**config.mk**
```make
export PLATFORM = sky130hd
export DESIGN_NAME = mux4x2_8bits
export DESIGN_NICKNAME = d
export VERILOG_FILES = /design/src/rtl/mux4x2_8bits.sv
export SDC_FILE = /design/constraint.sdc
export NUM_CORES = 1
export LEC_CHECK = 0
export ABC_AREA = 1
export CORE_AREA = 2 2 60 62
export DETAILED_ROUTE_END_ITERATION = 10
export DIE_AREA = 0 0 62 64
export MAX_ROUTING_LAYER = met4
export PLACE_DENSITY = 0.75
export SYNTH_ARGS = -nofsm -noshare
export SYNTH_HDL_FRONTEND = slang
export SYNTH_SLANG_ARGS = --single-unit
export TNS_END_PERCENT = 20
```
**constraint.sdc**
```tcl
create_clock -name clk_2f -period 1.2 [get_ports clk_2f]
set_input_delay 0.36 -clock clk_2f [delete_from_list [all_inputs] [get_ports clk_2f]]
set_output_delay 0.36 -clock clk_2f [all_outputs]
set_load 0.01 [all_outputs]
```
**src/rtl/mux4x2_8bits.sv**
```systemverilog
// -----------------------------------------------------------------------------
// mux4x2_8bits
//
// Transmit-side 4:2 byte serializer. Four 8-bit channels, each with a valid
// flag, go out on two 8-bit lanes at twice the channel rate:
//   lane 00 : ch0 slot, then ch1 slot
//   lane 11 : ch2 slot, then ch3 slot
// The block runs on the fast clock only and makes its own half-rate phase.
//
// Ports
//   clk_2f                 in   lane-rate clock, rising edge
//   reset                  in   synchronous, active-high reset
//   data_tx0..data_tx3     in   channel data, sampled on phase-0 edges only
//   valid_tx0..valid_tx3   in   channel valid, sampled with its data
//   data_tx00, valid_tx00  out  lane 00 slot data / valid
//   data_tx11, valid_tx11  out  lane 11 slot data / valid
//   frame_tx               out  1 during the ch0/ch2 slot, 0 during ch1/ch3
//   phase_f                out  internal half-rate phase (clk_f equivalent)
//
// Build option
//   IDLE_FILL_EN  when defined, an invalid slot drives IDLE_BYTE on its lane
//                 data instead of the captured byte (valid stays low).
// -----------------------------------------------------------------------------
module mux4x2_8bits #(
    parameter logic [7:0] IDLE_BYTE = 8'hBC
) (
    input  logic       clk_2f,
    input  logic       reset,
    input  logic [7:0] data_tx0,
    input  logic [7:0] data_tx1,
    input  logic [7:0] data_tx2,
    input  logic [7:0] data_tx3,
    input  logic       valid_tx0,
    input  logic       valid_tx1,
    input  logic       valid_tx2,
    input  logic       valid_tx3,
    output logic [7:0] data_tx00,
    output logic [7:0] data_tx11,
    output logic       valid_tx00,
    output logic       valid_tx11,
    output logic       frame_tx,
    output logic       phase_f
);

    // Gather the channels so each lane can index its pair generically.
    logic [7:0] ch_data [4];
    logic [3:0] ch_valid;

    assign ch_data[0] = data_tx0;
    assign ch_data[1] = data_tx1;
    assign ch_data[2] = data_tx2;
    assign ch_data[3] = data_tx3;
    assign ch_valid   = {valid_tx3, valid_tx2, valid_tx1, valid_tx0};

    // Phase 0 marks the sample edge. After reset the phase is 0, so the
    // first edge with reset low is always a sample edge.
    logic phase_q, phase_d;
    logic frame_q, frame_d;

    always_comb begin
        phase_d = ~phase_q;
        // frame_tx goes high exactly when the ch0/ch2 slot is loaded.
        frame_d = ~phase_q;
    end

    always_ff @(posedge clk_2f) begin
        if (reset) begin
            phase_q <= 1'b0;
            frame_q <= 1'b0;
        end else begin
            phase_q <= phase_d;
            frame_q <= frame_d;
        end
    end

    // One lane per generate iteration: lane gi carries channels 2*gi
    // (first slot) and 2*gi+1 (second slot). The first-slot channel goes
    // straight to the lane register on the sample edge, so only the
    // second-slot channel needs a holding register for the following edge.
    genvar gi;
    generate
        for (gi = 0; gi < 2; gi++) begin : g_lane
            logic [7:0] cap_data_q, cap_data_d;
            logic       cap_valid_q, cap_valid_d;
            logic [7:0] data_q, data_d;
            logic       valid_q, valid_d;
            logic [7:0] slot_data;
            logic       slot_valid;

            always_comb begin
                cap_data_d  = cap_data_q;
                cap_valid_d = cap_valid_q;
                slot_data   = cap_data_q;
                slot_valid  = cap_valid_q;
                if (!phase_q) begin
                    cap_data_d  = ch_data[2*gi+1];
                    cap_valid_d = ch_valid[2*gi+1];
                    slot_data   = ch_data[2*gi];
                    slot_valid  = ch_valid[2*gi];
                end
                valid_d = slot_valid;
`ifdef IDLE_FILL_EN
                data_d = slot_valid ? slot_data : IDLE_BYTE;
`else
                data_d = slot_data;
`endif
            end

            always_ff @(posedge clk_2f) begin
                if (reset) begin
                    cap_data_q  <= 8'h00;
                    cap_valid_q <= 1'b0;
                    data_q      <= 8'h00;
                    valid_q     <= 1'b0;
                end else begin
                    cap_data_q  <= cap_data_d;
                    cap_valid_q <= cap_valid_d;
                    data_q      <= data_d;
                    valid_q     <= valid_d;
                end
            end
        end
    endgenerate

`ifndef IDLE_FILL_EN
    // IDLE_BYTE only matters when idle fill is built in.
    logic [7:0] idle_byte_unused;
    assign idle_byte_unused = IDLE_BYTE;
`endif

    assign data_tx00  = g_lane[0].data_q;
    assign valid_tx00 = g_lane[0].valid_q;
    assign data_tx11  = g_lane[1].data_q;
    assign valid_tx11 = g_lane[1].valid_q;
    assign frame_tx   = frame_q;
    assign phase_f    = phase_q;

endmodule

```
## After elaboration in Yosys (flattened, before gate mapping)

Cells that the tools add are included.

- Multiplexer cells: 4
- Bitwise logic cells: 1

Operators with widths:

| cell | count |
|---|---|
| 8-bit 2-to-1 mux | 2 |
| 1-bit 2-to-1 mux | 2 |
| 1-bit NOT | 1 |

- Bits in registers: 37
- Bits of input ports: 38
- Output and inout port bits: 20
- Logic and storage cells: 14

## Longest topological paths before layout

- Word-level depth: 1
- Depth in mapped cells: 5

## Worst setup path before layout

OpenSTA, ideal clock, no wires.

- Kind: register to register
- Start: register frame_tx (netlist name)
- End: register g_lane[1].data_q[3], in the netlist data_tx11[3]
- Setup time: 0.059 ns
- Data arrival time: 0.913 ns
- Data required time: 1.141 ns
- Path slack: 0.228 ns
- Cell stages (with the launch flop): 5
- Period minus slack after synthesis: 0.972 ns
- Cells stage by stage: dfxtp_1 > buf_6 > buf_4 > nand3_1 > nand2_1

RTL lines:

| element | RTL line | RTL |
|---|---|---|
| end signal: assignment | 118 | `data_q <= data_d;` |
| end: declaration | 85 | `logic [7:0] data_q, data_d;` |

## Worst setup path after layout

- Start: register frame_q, in the netlist frame_tx
- End: output port frame_tx

RTL lines:

| element | RTL line | RTL |
|---|---|---|
| start: declaration | 58 | `logic frame_q, frame_d;` |
| start signal: assignment | 72 | `frame_q <= frame_d;` |
| end: declaration | 41 | `output logic frame_tx,` |

No word-level cell between the ends.

==> key figures <==
Timing
  – Unrepaired setup endpoints after global routing: false
  – Final Hold Fails: 0
  – Fmax: 860 MHz
  – Slew Limit Fails: 0
  – Worst Clk Skew: 1.81 ps
  – Worst-margin pin slew: 470 ps
  – Setup violators final: 0
  – Headroom to the max-slew limit: 68.6%
  – Final period utilization: 96.9%
  – Period minus WS final: 1160 ps

Setup path
  – R2r setup slk: 50 ps
  – Slowest stage delay, CP: 350 ps
  – Worst r2r src: frame_tx
  – Reg2Reg Depth: 4
  – CP delay by family, top: flip-flops
  – Crit Path Category: reg -> out
  – CP Depth: 1
  – Cells along the critical path: buf_2
  – Worst Path Buf+Inv: 1
  – Crit path launch: frame_tx
  – CP startpoint kind: flop
  – Crit Path Max Fanout: 3
  – CP endpoint: frame_tx
  – CP Data Arrival Time: 800 ps
  – CP max stage cell: dfxtp_2
  – Worst EP required: 840 ps
  – Reg-to-Reg End: data_tx00[6]
  – Setup crit end kind: output port

Power
  – Flop pwr share: 56.0%
  – Worst VDD drop: 0.613 mV
  – Leakage power: 0.912 nW
  – Int Power: 1.83 mW
  – Part of the power in combinational logic: 14.1%
  – Sw Share: 23.5%
  – Pwr Density: 1320 nW/um2
  – Clock network power share: 29.9%
  – NetSw: 564 uW

Clock network
  – CTS tree: yes
  – Hold-fix buffers at CTS: 0
  – CTS Buf Count: 5
  – H-tree levels: 2
  – Max clock buf depth: 2
  – Root buffer cell: clkbuf_4
  – Clk sink count: 37
  – Clk pin slew, worst setup/hold paths: 100 ps
  – Clk_lat worst skew: 320 ps

Synthesis
  – #FFs+latches synth: 37
  – Mapped Nets: 174
  – Leading area contributor after synthesis: dfxtp_1
  – Cells after synthesis: 136
  – Top-area cell type share of the netlist area: 58.2%
  – Post-Syn Area per Cell: 9.36 um2
  – Post-Synthesis Cell Area: 1270 um2
  – Post-synthesis sequential area ratio: 58.2%
  – Synth cell types: 11
  – Top cells by area, synth: dfxtp_1 58%, nand2_1 20%, nand3_2 7.9%
  – Synth warnings: 0

Finish
  – Finished Cell Area: 1810 um2
  – Most frequent cells in the layout: 68 x nand2_1, 36 x clkdlybuf4s50_1, 32 x dfxtp_1
  – Layout cells sized above 1: 26.0%
  – Fin util: 55.1%
  – Area Growth Syn to Fin: 42.3%
  – Register area: 747 um2
  – Fill cells: 314
  – Commonest non-fill, non-tap cell in the layout: nand2_1
  – Multi-input gate area: 452 um2
  – Antenna cells: 0
  – Final #Nets: 233

Placement
  – Final GP Congestion: 0.728
  – HPWL after detailed placement: 1.84 mm
  – Placement Cell Area: 1820 um2
  – PortBufs: 57

Global route
  – Largest net degree at the start of global routing: 38
  – First-pass GRT wire length: 3.88 mm
  – Grt ovf: 0
  – Overall Global Routing Usage: 13.1%
  – Antenna violations before repair: 0
  – Via count of the first global-routing pass: 951

Flow run
  – Max-cap violations: 0

Floorplanning
  – Initial core utilization: 38.7%
  – Core area: 3280 um2
  – Die Span X: 62 um
  – Height of the die: 64 um
  – Full die area: 3970 um2
  – # IOs: 58
  – FP Rows: 21

Worst hold path
  – Worst min path class: reg -> reg

Detailed routing
  – DRT Wirelength: 2.73 mm
  – DR vias: 1038
  – Antenna-violating nets left: 0
  – DRC Markers: 0
  – Wire length per cell: 11.3 um
  – Vias per cell: 4.29
  – Iter 0 DRT Violations: 74
  – DR pass1 iterations: 4

Outcome
  – Outcome: completed
-- registers in the layout (all words and copies together) (netlist names) --
signal / cells
valid_tx00: 1
data_tx11: 8
frame_tx: 1
g_lane.cap_data_q: 16
g_lane.cap_valid_q: 2
valid_tx11: 1
data_tx00: 8
-- cell usage after synthesis --
| cell | instances |
|---|---|
| buf_12 | 1 |
| buf_4 | 2 |
| buf_6 | 2 |
| buf_8 | 2 |
| dfxtp_1 | 37 |
| inv_2 | 1 |
| nand2_1 | 68 |
| nand2_2 | 4 |
| nand3_1 | 8 |
| nand3_2 | 10 |
| nor2_8 | 1 |
-- routing by layer --
layer	GRT usage, %	vias to the layer above	share of wire, %	wire (um)
li1	-	537	-	-
met1	17.5	462	47	1280
met2	19.4	39	45	1240
met3	4.25	0	7.9	216
met4	2.39	0	0	0
met5	-	-	0	0
-- final cells by class --
class	count	area share [%]
clock buffer	7	3.59
clock inverter	1	0.276
inverter	1	0.207
multi-input combinational	92	24.9
sequential	37	41.3
tap	46	3.18
timing repair buffer	58	26.5
-- worst min path at each step --
stage	cells after the start	from	end
after floorplan	2	g_lane[0].cap_data_q[2]	data_tx00[2]
after global placement	2	g_lane[1].cap_data_q[5]	data_tx11[5]
after detailed placement	2	g_lane[0].cap_data_q[6]	data_tx00[6]
after CTS	2	g_lane[0].cap_data_q[6]	data_tx00[6]
after global routing	2	g_lane[0].cap_data_q[1]	data_tx00[1]
final	2	g_lane[0].cap_data_q[6]	data_tx00[6]
-- metrics by stage --
stage / power (mW) / setup TNS, ps / std cells / worst slack (ps) / hold slack [ps]
final: 2.40 / 0 / 242 / 36.9 / 472
after global routing: 2.52 / 0 / 242 / 0.717 / 487
after CTS: 2.42 / -33.9 / 241 / -33.9 / 474
after detailed placement: 1.75 / -12830 / 233 / -366 / 454
after global placement: 1.74 / -12130 / 233 / -356 / 450
after floorplan: 1.54 / 0 / 136 / 228 / 441
-- repair_timing --
action,in CTS,in global routing
endpoints found under the setup margin,56,35
pin swaps,0,2
gates resized for setup,85,2
setup buffers,0,0
cloned,0,1
-- power groups by stage --
| stage | clock network, mW | registers (mW) | logic (mW) |
|---|---|---|---|
| detailed placement | 0 | 1.37 | 0.376 |
| floorplan | 0 | 1.39 | 0.147 |
| CTS | 0.740 | 1.34 | 0.336 |
| global route | 0.794 | 1.35 | 0.371 |
| finish | 0.717 | 1.34 | 0.339 |
| global placement | 0 | 1.37 | 0.371 |
-- cells by family (layout without fill, tap and decap cells) --
group	after synthesis	after routing	share of synthesized area (%)
flip-flops	37	37	58.2
buffers and inverters	8	67	7.18
AND/OR/NAND/NOR	91	92	34.6
Note: power is estimated with default switching activity, not from simulation.
